==> src/rtl/video_timing_lock_if.sv <==
// Raw video timing bus from the HDMI receiver together with the lock monitor's status outputs.
interface video_timing_lock_if;
    logic        hs_i;
    logic        vs_i;
    logic        de_i;
    logic        locked_o;
    logic        frame_o;
    logic [11:0] h_active_o;
    logic [11:0] h_total_o;
    logic [11:0] v_active_o;
    logic [11:0] v_total_o;
    logic [7:0]  err_cnt_o;

    modport master (
        output hs_i, vs_i, de_i,
        input  locked_o, frame_o, h_active_o, h_total_o, v_active_o, v_total_o, err_cnt_o
    );

    modport slave (
        input  hs_i, vs_i, de_i,
        output locked_o, frame_o, h_active_o, h_total_o, v_active_o, v_total_o, err_cnt_o
    );
endinterface

==> src/rtl/video_timing_lock.sv <==
// Measures raw hs/vs/de timing every frame and asserts locked_o after LOCK_FRAMES
// consecutive frames that match the expected video mode.
module video_timing_lock #(
    parameter int H_WIDTH     = 1920,
    parameter int H_TOTAL     = 2200,
    parameter int V_HEIGHT    = 1080,
    parameter int V_TOTAL     = 1125,
    parameter int LOCK_FRAMES = 4,
    parameter int WDOG        = 4950000
) (
    input  logic               clk_i,
    input  logic               rst_i,
    video_timing_lock_if.slave vif
);
    localparam logic [11:0] H_WIDTH_C  = 12'(H_WIDTH);
    localparam logic [11:0] H_TOTAL_C  = 12'(H_TOTAL);
    localparam logic [11:0] V_HEIGHT_C = 12'(V_HEIGHT);
    localparam logic [11:0] V_TOTAL_C  = 12'(V_TOTAL);
    localparam logic [3:0]  LOCK_C     = 4'(LOCK_FRAMES);
    localparam logic [22:0] WDOG_C     = 23'(WDOG);

    typedef enum logic [1:0] {HUNT = 2'd0, CHECK = 2'd1, LOCKED = 2'd2} state_e;

    function automatic logic [11:0] sat_inc12(input logic [11:0] v);
        return (v == 12'hFFF) ? v : v + 12'd1;
    endfunction

    function automatic logic [7:0] sat_inc8(input logic [7:0] v);
        return (v == 8'hFF) ? v : v + 8'd1;
    endfunction

    logic hs_p0_q, vs_p0_q, de_p0_q;
    logic hs_prev_p0_q, vs_prev_p0_q, de_prev_p0_q;
    logic hs_rise_p1_q, vs_rise_p1_q, de_rise_p1_q, de_fall_p1_q, de_lvl_p1_q;

    // Stage p0 captures the pins, stage p1 holds the edge flags acted on one clock later.
    always_ff @(posedge clk_i) begin
        if (rst_i) begin
            hs_p0_q      <= 1'b0;
            vs_p0_q      <= 1'b0;
            de_p0_q      <= 1'b0;
            hs_prev_p0_q <= 1'b0;
            vs_prev_p0_q <= 1'b0;
            de_prev_p0_q <= 1'b0;
            hs_rise_p1_q <= 1'b0;
            vs_rise_p1_q <= 1'b0;
            de_rise_p1_q <= 1'b0;
            de_fall_p1_q <= 1'b0;
            de_lvl_p1_q  <= 1'b0;
        end else begin
            hs_p0_q      <= vif.hs_i;
            vs_p0_q      <= vif.vs_i;
            de_p0_q      <= vif.de_i;
            hs_prev_p0_q <= hs_p0_q;
            vs_prev_p0_q <= vs_p0_q;
            de_prev_p0_q <= de_p0_q;
            hs_rise_p1_q <= hs_p0_q & ~hs_prev_p0_q;
            vs_rise_p1_q <= vs_p0_q & ~vs_prev_p0_q;
            de_rise_p1_q <= de_p0_q & ~de_prev_p0_q;
            de_fall_p1_q <= ~de_p0_q & de_prev_p0_q;
            de_lvl_p1_q  <= de_p0_q;
        end
    end

    state_e      state_q;
    logic [11:0] h_cnt_q, h_cnt_d, h_tot_q, h_tot_d, de_run_q, de_run_d, h_act_q, h_act_d;
    logic [11:0] v_act_q, v_act_d, v_tot_q, v_tot_d, v_act_eff, v_tot_eff;
    logic        h_valid_q, h_valid_d, line_err_q, line_err_d, line_err_eff, frame_good;

    // Same-cycle hs rise / de fall belong to the frame that a coincident vs rise closes.
    always_comb begin
        h_cnt_d      = hs_rise_p1_q ? 12'd1 : sat_inc12(h_cnt_q);
        h_tot_d      = hs_rise_p1_q ? h_cnt_q : h_tot_q;
        h_valid_d    = (state_q == HUNT) ? 1'b0 : (h_valid_q | hs_rise_p1_q);
        de_run_d     = de_rise_p1_q ? 12'd1 : (de_lvl_p1_q ? sat_inc12(de_run_q) : de_run_q);
        h_act_d      = de_fall_p1_q ? de_run_q : h_act_q;
        line_err_eff = line_err_q
                     | (hs_rise_p1_q & h_valid_q & (h_cnt_q != H_TOTAL_C))
                     | (de_fall_p1_q & (de_run_q != H_WIDTH_C));
        v_act_eff    = de_fall_p1_q ? sat_inc12(v_act_q) : v_act_q;
        v_tot_eff    = hs_rise_p1_q ? sat_inc12(v_tot_q) : v_tot_q;
        frame_good   = !line_err_eff && (v_act_eff == V_HEIGHT_C) && (v_tot_eff == V_TOTAL_C);
        v_act_d      = vs_rise_p1_q ? 12'd0 : v_act_eff;
        v_tot_d      = vs_rise_p1_q ? 12'd0 : v_tot_eff;
        line_err_d   = vs_rise_p1_q ? 1'b0 : line_err_eff;
    end

    always_ff @(posedge clk_i) begin
        if (rst_i) begin
            h_cnt_q    <= '0;
            h_tot_q    <= '0;
            h_valid_q  <= 1'b0;
            de_run_q   <= '0;
            h_act_q    <= '0;
            v_act_q    <= '0;
            v_tot_q    <= '0;
            line_err_q <= 1'b0;
        end else begin
            h_cnt_q    <= h_cnt_d;
            h_tot_q    <= h_tot_d;
            h_valid_q  <= h_valid_d;
            de_run_q   <= de_run_d;
            h_act_q    <= h_act_d;
            v_act_q    <= v_act_d;
            v_tot_q    <= v_tot_d;
            line_err_q <= line_err_d;
        end
    end

    logic [3:0]  good_cnt_q;
    logic [22:0] wd_q;
    logic        locked_q, frame_q;
    logic [11:0] v_active_q, v_total_q;
    logic [7:0]  err_q;

    always_ff @(posedge clk_i) begin
        if (rst_i) begin
            state_q    <= HUNT;
            good_cnt_q <= '0;
            wd_q       <= '0;
            locked_q   <= 1'b0;
            frame_q    <= 1'b0;
            v_active_q <= '0;
            v_total_q  <= '0;
            err_q      <= '0;
        end else begin
            frame_q <= 1'b0;
            case (state_q)
                HUNT: begin
                    // The partial frame seen while hunting is discarded, not evaluated.
                    wd_q       <= '0;
                    good_cnt_q <= '0;
                    locked_q   <= 1'b0;
                    if (vs_rise_p1_q) state_q <= CHECK;
                end
                CHECK, LOCKED: begin
                    if (vs_rise_p1_q) begin
                        wd_q       <= '0;
                        frame_q    <= 1'b1;
                        v_active_q <= v_act_eff;
                        v_total_q  <= v_tot_eff;
                        if (frame_good) begin
                            if (state_q == CHECK) begin
                                good_cnt_q <= good_cnt_q + 4'd1;
                                if (good_cnt_q + 4'd1 == LOCK_C) begin
                                    state_q  <= LOCKED;
                                    locked_q <= 1'b1;
                                end
                            end
                        end else begin
                            state_q    <= CHECK;
                            locked_q   <= 1'b0;
                            good_cnt_q <= '0;
                            err_q      <= sat_inc8(err_q);
                        end
                    end else if (wd_q + 23'd1 == WDOG_C) begin
                        state_q    <= HUNT;
                        locked_q   <= 1'b0;
                        good_cnt_q <= '0;
                        wd_q       <= '0;
                        err_q      <= sat_inc8(err_q);
                    end else begin
                        wd_q <= wd_q + 23'd1;
                    end
                end
                default: state_q <= HUNT;
            endcase
        end
    end

    assign vif.locked_o   = locked_q;
    assign vif.frame_o    = frame_q;
    assign vif.h_active_o = h_act_q;
    assign vif.h_total_o  = h_tot_q;
    assign vif.v_active_o = v_active_q;
    assign vif.v_total_o  = v_total_q;
    assign vif.err_cnt_o  = err_q;
endmodule

==> src/flat_wrapper.sv <==
// flat-port wrapper written by rule: the top's interface ports become plain ports
module video_timing_lock_flat 
#(
    parameter int H_WIDTH     = 1920,
    parameter int H_TOTAL     = 2200,
    parameter int V_HEIGHT    = 1080,
    parameter int V_TOTAL     = 1125,
    parameter int LOCK_FRAMES = 4,
    parameter int WDOG        = 4950000
)
  (clk_i, rst_i, vif_hs_i, vif_vs_i, vif_de_i, vif_locked_o, vif_frame_o, vif_h_active_o, vif_h_total_o, vif_v_active_o, vif_v_total_o, vif_err_cnt_o);
  video_timing_lock_if vif_i ();
  input  logic clk_i;
  input  logic rst_i;
  input wire logic [$bits(vif_i.hs_i)-1:0] vif_hs_i;
  input wire logic [$bits(vif_i.vs_i)-1:0] vif_vs_i;
  input wire logic [$bits(vif_i.de_i)-1:0] vif_de_i;
  output wire logic [$bits(vif_i.locked_o)-1:0] vif_locked_o;
  output wire logic [$bits(vif_i.frame_o)-1:0] vif_frame_o;
  output wire logic [$bits(vif_i.h_active_o)-1:0] vif_h_active_o;
  output wire logic [$bits(vif_i.h_total_o)-1:0] vif_h_total_o;
  output wire logic [$bits(vif_i.v_active_o)-1:0] vif_v_active_o;
  output wire logic [$bits(vif_i.v_total_o)-1:0] vif_v_total_o;
  output wire logic [$bits(vif_i.err_cnt_o)-1:0] vif_err_cnt_o;
  assign vif_i.hs_i = vif_hs_i;
  assign vif_i.vs_i = vif_vs_i;
  assign vif_i.de_i = vif_de_i;
  assign vif_locked_o = vif_i.locked_o;
  assign vif_frame_o = vif_i.frame_o;
  assign vif_h_active_o = vif_i.h_active_o;
  assign vif_h_total_o = vif_i.h_total_o;
  assign vif_v_active_o = vif_i.v_active_o;
  assign vif_v_total_o = vif_i.v_total_o;
  assign vif_err_cnt_o = vif_i.err_cnt_o;
  video_timing_lock #(.H_WIDTH(H_WIDTH), .H_TOTAL(H_TOTAL), .V_HEIGHT(V_HEIGHT), .V_TOTAL(V_TOTAL), .LOCK_FRAMES(LOCK_FRAMES), .WDOG(WDOG)) u_core (.clk_i(clk_i), .rst_i(rst_i), .vif(vif_i));
endmodule
==> config.mk <==
export PLATFORM = sky130hd
export DESIGN_NAME = video_timing_lock_flat
export DESIGN_NICKNAME = d
export VERILOG_FILES = /design/src/rtl/video_timing_lock_if.sv /design/src/rtl/video_timing_lock.sv /design/src/flat_wrapper.sv
export SDC_FILE = /design/constraint.sdc
export NUM_CORES = 1
export LEC_CHECK = 0
export ABC_AREA = 1
export CELL_PAD_IN_SITES_DETAIL_PLACEMENT = 0
export CELL_PAD_IN_SITES_GLOBAL_PLACEMENT = 1
export CORE_MARGIN = 4
export CORE_UTILIZATION = 45
export DETAILED_ROUTE_END_ITERATION = 10
export PLACE_DENSITY = 0.82
export SLEW_MARGIN = 20
export SYNTH_ARGS = -nofsm -noshare
export SYNTH_HDL_FRONTEND = slang
export SYNTH_SLANG_ARGS = --single-unit
==> constraint.sdc <==
create_clock -name clk_i -period 3.5 [get_ports clk_i]
set_input_delay 0.525 -clock clk_i [delete_from_list [all_inputs] [get_ports clk_i]]
set_output_delay 0.525 -clock clk_i [all_outputs]
set_load 0.03 [all_outputs]
* Word-level counts from Yosys, hierarchy flattened
Index checks and enable logic that the tools add are counted.
** Cells by class
- $add $sub $neg :: 7
- Eq/ne operators :: 20
- Multiplexer cells :: 35
- Bitwise gates (word level) :: 16
- Reduce and logical (&&, ||, !) cells :: 20
** Operators by type and width (count)
- $add 12x1->12 const B :: 4
- $eq 12x12->1 const B :: 4
- $mux 12 :: 4
- $mux 23 :: 2
- $pmux 23 s2 :: 1
- $mux 8 :: 4
- $eq 12x11->1 const B :: 2
- $add 23x1->23 const B :: 1
- $eq 23x23->1 const B :: 1
- $mux 4 :: 4
- $mux 2 :: 6
- $ne 12x11->1 const B :: 1
- $ne 12x12->1 const B :: 1
- $reduce_or 2->1 :: 6
- $mux 1 :: 11
- $add 8x1->8 const B :: 1
- $eq 8x8->1 const B :: 1
- $ne 4x4->1 const B :: 2
- $pmux 4 s2 :: 1
- $reduce_and 4->1 :: 2
- $and 1x1->1 :: 7
- $ne 2x1->1 const B :: 3
- $not 1->1 :: 6
- $reduce_and 2->1 :: 3
- 14 further kinds :: 20
** Word-level totals
- Flip-flop bits (word level) :: 147
- Bits of input ports :: 5
- Output and inout bits :: 58
- Logic and storage cells :: 126

* Depth between registers and ports, before layout
- Word-level depth :: 10
- Gate-level depth with buffers :: 18

* Worst setup path after synthesis
No wires, ideal clock.
- Kind :: register to register
- From :: register u_core.v_tot_q[0]
- To :: register u_core.err_q[0], in the netlist u_core.vif.err_cnt_o[0]
- Setup time :: 0.129 ns
- Arrival time :: 1.999 ns
- Data required time :: 3.371 ns
- Slack :: 1.372 ns
- Cell stages (with the launch flop) :: 13
- Path buffers :: 0
- Path through :: dfxtp_1 ha_1 nand3_2 nand3b_4 nand3_1 nand2_2 nor2_1 nand2_1 nor3_4 nand3_2 nand3_4 xor2_1 nor2_1
** Between the ends
- Cells in the longest elaborated chain, start to end :: 7
- Elaborated cells between the ends (all ways) :: 8
- Those cells by class :: add/sub: 1; eq/ne: 3; mux: 2; reduce/logical: 2
** RTL lines
- from (decl) :: RTL line video_timing_lock.sv:67 : logic [11:0] v_act_q, v_act_d, v_tot_q, v_tot_d, v_act_eff, v_tot_eff;
- from (signal assigned) :: RTL line video_timing_lock.sv:105 : v_tot_q <= v_tot_d;
- $add 12x1->12 / $eq 12x12->1 (equally long branches) :: RTL line video_timing_lock.sv:25 : return (v == 12'hFFF) ? v : v + 12'd1;
- $mux 12 :: RTL line video_timing_lock.sv:25
- $mux 12 (*) :: RTL line video_timing_lock.sv:81 : v_tot_eff = hs_rise_p1_q ? sat_inc12(v_tot_q) : v_tot_q;
- $eq 12x11->1 (*) :: RTL line video_timing_lock.sv:82 : frame_good = !line_err_eff && (v_act_eff == V_HEIGHT_C) && (v_tot_eff == V_TOTAL_C);
- $logic_and 1x1->1 (*) :: RTL line video_timing_lock.sv:82
- $ne 2x2->1 (no line) (*)
- $reduce_and 3->1 (no line) (*)
- to (signal assigned) :: RTL line video_timing_lock.sv:154 : err_q <= sat_inc8(err_q);
- to (signal assigned) :: RTL line video_timing_lock.sv:161 : err_q <= sat_inc8(err_q);
- to (decl) :: RTL line video_timing_lock.sv:114 : logic [7:0] err_q;
Every way passes the cells marked *; elsewhere a longest branch is shown, timed or not.
A chain may end at the register's enable or synchronous reset.

* Worst setup path in the final report
- From :: register u_core.de_fall_p1_q
- To :: register u_core.locked_q, in the netlist u_core.vif.locked_o
** Between the ends
- Cells in the longest elaborated chain, start to end :: 8
- Elaborated cells between the ends (all ways) :: 13
- Those cells by class :: eq/ne: 3; mux: 4; bitwise: 2; reduce/logical: 4
** RTL lines
- from (decl) :: RTL line video_timing_lock.sv:34 : logic hs_rise_p1_q, vs_rise_p1_q, de_rise_p1_q, de_fall_p1_q, de_lvl_p1_q;
- from (signal assigned) :: RTL line video_timing_lock.sv:60 : de_fall_p1_q <= ~de_p0_q & de_prev_p0_q;
- parallel branches: the longest is 3 deep, another holds $mux 12
- $logic_and 1x1->1 (*) (2 in series) :: RTL line video_timing_lock.sv:82
- $mux 1 :: RTL line video_timing_lock.sv:142 : if (frame_good) begin
- $mux 1 :: RTL line video_timing_lock.sv:137 : if (vs_rise_p1_q) begin
- $pmux 1 s2 :: RTL line video_timing_lock.sv:128 : case (state_q)
- to (signal assigned) :: RTL line video_timing_lock.sv:133 : locked_q <= 1'b0;
- to (signal assigned) :: RTL line video_timing_lock.sv:147 : locked_q <= 1'b1;
- to (signal assigned) :: RTL line video_timing_lock.sv:152 : locked_q <= 1'b0;
- to (decl) :: RTL line video_timing_lock.sv:112 : logic locked_q, frame_q;
Every way passes the cells marked *.

==> impl.org <==
** Finish
- Filler Cells Inserted :: roughly 1500
- Most frequent standard cell in the layout excluding fill and tap cells :: nand2_1
- Post-layout nets :: 1122
- After routing the design area is about 0.0086 mm^2.
- 0 antenna diodes ended up in the layout.
- Fraction of layout instances using a drive strength above 1 :: 0.0627
- Commonest cells after routing, fill and taps aside :: 253 x nand2_1, 147 x dfxtp_1, 135 x inv_1
- Area added between synthesis and finish :: 19.7%
- After the flow finishes, the layout carries non-filler instances totaling between 1000 and 1500.

** Setup path
- Critical Path RT :: approximately 3.8 ns
- Along the worst path, the maximum fanout reaches 21.
- Critical Path AT :: 2.98 ns
- Depth of the most critical reg-to-reg path :: 13
- Start-to-end type of the worst setup path :: reg2reg
- STA classifies the critical path endpoint as a register.
- Critical Path Start Type :: register

** Route
- The final layout contains routed wiring with a total length of roughly 17 mm.
- Number of iterations in the first detailed-routing pass :: 5
- In the final routed layout, each cell accounts on average for 12.9 um.
- In the routed layout, each cell is associated on average with a via count of ~5.
- The detailed router placed between 6000 and 7000 vias in this run.
- Once detail routing completed, the nets flagged for antenna violations numbered 0.
- The first routing iteration left ~350 violations.
- After detailed routing, the number of remaining DRC violations is 0.

** Power and ir drop
- In this run the static leakage power is approximately 3.5 nW.
- Across the VDD grid, the largest voltage drop is about 330 uV.
- Dividing total power by cell area gives a power density of 489 mW/mm^2.

** Placement
- Placed instance area :: 0.00803 mm^2
- The number of placed instances, taps included, is 1296.
- The wire-length estimate of the detail-placed layout is between 10 and 15 mm.
- During placement, the flow inserted port buffers numbering 62.
- The congestion estimate from routability-driven global placement came to 0.847.

** Floorplan
- Die area :: 0.0181 mm^2
- Standard cell core area :: between 0.015 and 0.02 mm^2
- In this run the core area contains 45 standard-cell rows.
- Initial Util :: 0.467
- From left edge to right edge, the die measures roughly 130 um.
- The die is between 100 and 150 um tall.
- 63 I/O pins were placed.

** Synth
- Primary flip-flop cell chosen by synthesis mapping :: dfxtp_1
- During synthesis, Yosys emitted a total of 0 warnings.
- Counting flops and latches in the post-synthesis netlist gives 147.
- The synthesized design contains 0 enable-type register cells.
- Largest area contributor in the netlist :: dfxtp_1
- Distinct cell type count of the synthesized netlist :: 40
- Nets in the synthesized netlist :: about 1100
- Synthesis handed over a netlist of approximately 1000 instances.
- Sorting the synthesized cells by area gives the leading types as dfxtp_1 41%, nand2_1 13%, inv_1 7.0%.
- Sequential area share after synthesis :: 0.408
- A synthesized cell averages between 6 and 7 um^2.
- After synthesis the cells add up to about 0.0072 mm^2.
- The share of synthesized area in the top cell type comes to 0.408.
- For this run, asynchronously set or reset flops after synthesis account for 0.

** STA
- Timing would allow up to roughly 370 MHz.
- The final count of hold timing violations was 0.
- Period Utilization, post-route :: 0.766
- Max Clock Skew :: 0.00714 ns
- Setup violations remaining at the end of the flow were counted as 0.
- Headroom to the max-slew limit came out at 0.519.
- Post-route minimum period :: 2.68 ns
- The final number of max-transition violations is 0.
- Post-route setup TNS :: 0 ns
- Setup repair after global routing left no endpoint under its margin.
- Tightest Pin Transition :: around 0.72 ns

** CTS
- Insertion delay to the later sink of the worst-skew pair :: between 0.4 and 0.5 ns
- CTS tree :: built
- The clock tree synthesis step divided the H-tree into 4 levels.
- Max Buffers Root-to-Sink :: 2
- Clock tree synthesis inserted a total of 17 buffers.
- Clock root buffer :: clkbuf_16
- Clock tree synthesis found a total of around 150 sinks.
- After clock tree synthesis, the setup repair step added 0 buffers.
- Hold-fix buffer count after cts :: 0
- PostCTS Resize Cnt :: 0
- Clock transition time at the flip-flop clock pins of the worst setup and hold paths :: 0.06 ns

** Global route
- Entering global routing, the biggest net connects 40 pins.
- The number of global-route vias before repair came to 5949.
- In the global route stage, overall resource usage came out at 0.193.
- The first global-routing pass estimated approximately 29 mm of wire.
- The total overflow left after global routing is 0.
- Antenna violations before repair :: 0

** Worst hold path
- The path class of the tightest hold or removal check is reg2reg.
- Counting instances, the worst hold path has a depth of 1.

** Flow run
- Max-cap violations in this run came to 0.

** Outcome
- Status :: finished clean
==> cell families (layout without fill, tap and decap cells) <==
group | count (synthesis) | in the layout | synth area share
and+or+nand+nor | 528 | 528 | 0.325
buffers and inverters | 171 | 243 | 0.0901
AOI/OAI and AO/OA | 157 | 157 | 0.118
DFF | 147 | 147 | 0.408
xor gates and xnor gates | 29 | 29 | 0.0353
adders and majority gates | 13 | 13 | 0.0226
==> power breakdown <==
part           internal, mW  switching [mW]
Sequential             1.74          0.0439
Combinational         0.192           0.390
Clock                  1.16           0.689
Total                  3.10            1.12
==> cells in the mapped netlist, types with 4 or more instances <==
library cell	number
nand2_1	253
dfxtp_1	147
inv_1	135
nor2_1	126
a21oi_1	75
nand3_1	57
o21ai_0	53
nand4_1	31
nor3_1	24
xor2_1	21
clkbuf_1	20
ha_1	13
o211ai_1	12
nor2_2	10
xnor2_1	8
buf_2	6
a31oi_1	5
buf_1	4
nand3_2	4
nand3b_1	4
==> sequential cells by signal (all words and copies together) (netlist names), 2 cells and up <==
signal and count:
u_core.de_run_q 12, u_core.v_act_q 12, u_core.wd_q 23, u_core.vif.err_cnt_o 8, u_core.v_tot_q 12, u_core.vif.h_active_o 12
u_core.h_cnt_q 12, u_core.vif.v_total_o 12, u_core.vif.v_active_o 12, u_core.vif.h_total_o 12, u_core.good_cnt_q 4, u_core.state_q 2
==> final timing paths <==
| path | from | end | slack [ns] |
|---|---|---|---|
| worst max register to register | u_core.de_fall_p1_q | u_core.vif.locked_o | 0.82 |
| worst min-delay path | u_core.hs_prev_p0_q | u_core.hs_rise_p1_q | 0.38 |
| worst max-delay path | u_core.de_fall_p1_q | u_core.vif.locked_o | 0.82 |
| worst min register to register | u_core.hs_prev_p0_q | u_core.hs_rise_p1_q | 0.38 |
==> cell type report <==
cell class,count,area [um^2],area share
repair buffers,70,676,0.0784
clock buffers,24,472,0.0547
inverters,141,529,0.0614
flip-flops and latches,147,2940,0.341
well taps,211,264,0.0306
clock inverters,8,125,0.0145
multi-input cells,727,3610,0.419
==> metal layers <==
metal | vias up | share of wire | track usage
li1 | 3493 | - | -
met1 | 2892 | 0.51 | 0.263
met2 | 107 | 0.45 | 0.313
met3 | 17 | 0.033 | 0.0395
met4 | 0 | 0.013 | 0.0486
met5 | - | 0 | 0
==> worst max-delay path, stage by stage (launching register included) <==
cell and delay (ns):
dfxtp_1 0.77, inv_2 0.14, nor3_1 0.27, nand2_1 0.08, nand2_1 0.06, nand2_1 0.11, nor2_1 0.14, nand2_1 0.10
nor3_4 0.28, nand4_1 0.16, nand2_1 0.20, nor2_1 0.08, a21oi_1 0.12, nor2_1 0.05
==> through the flow <==
stage                     utilization  worst slack (ns)  hold WS [ns]  total power, mW
after floorplan                     -              1.37         0.373             2.21
after global placement          0.520             0.846         0.377             2.40
after detailed placement        0.520             0.824         0.378             2.40
after CTS                       0.559             0.817         0.386             4.27
after global routing            0.559             0.460         0.408             4.41
final                           0.559             0.820         0.385             4.22
Note: power is estimated with default switching activity, not from simulation.
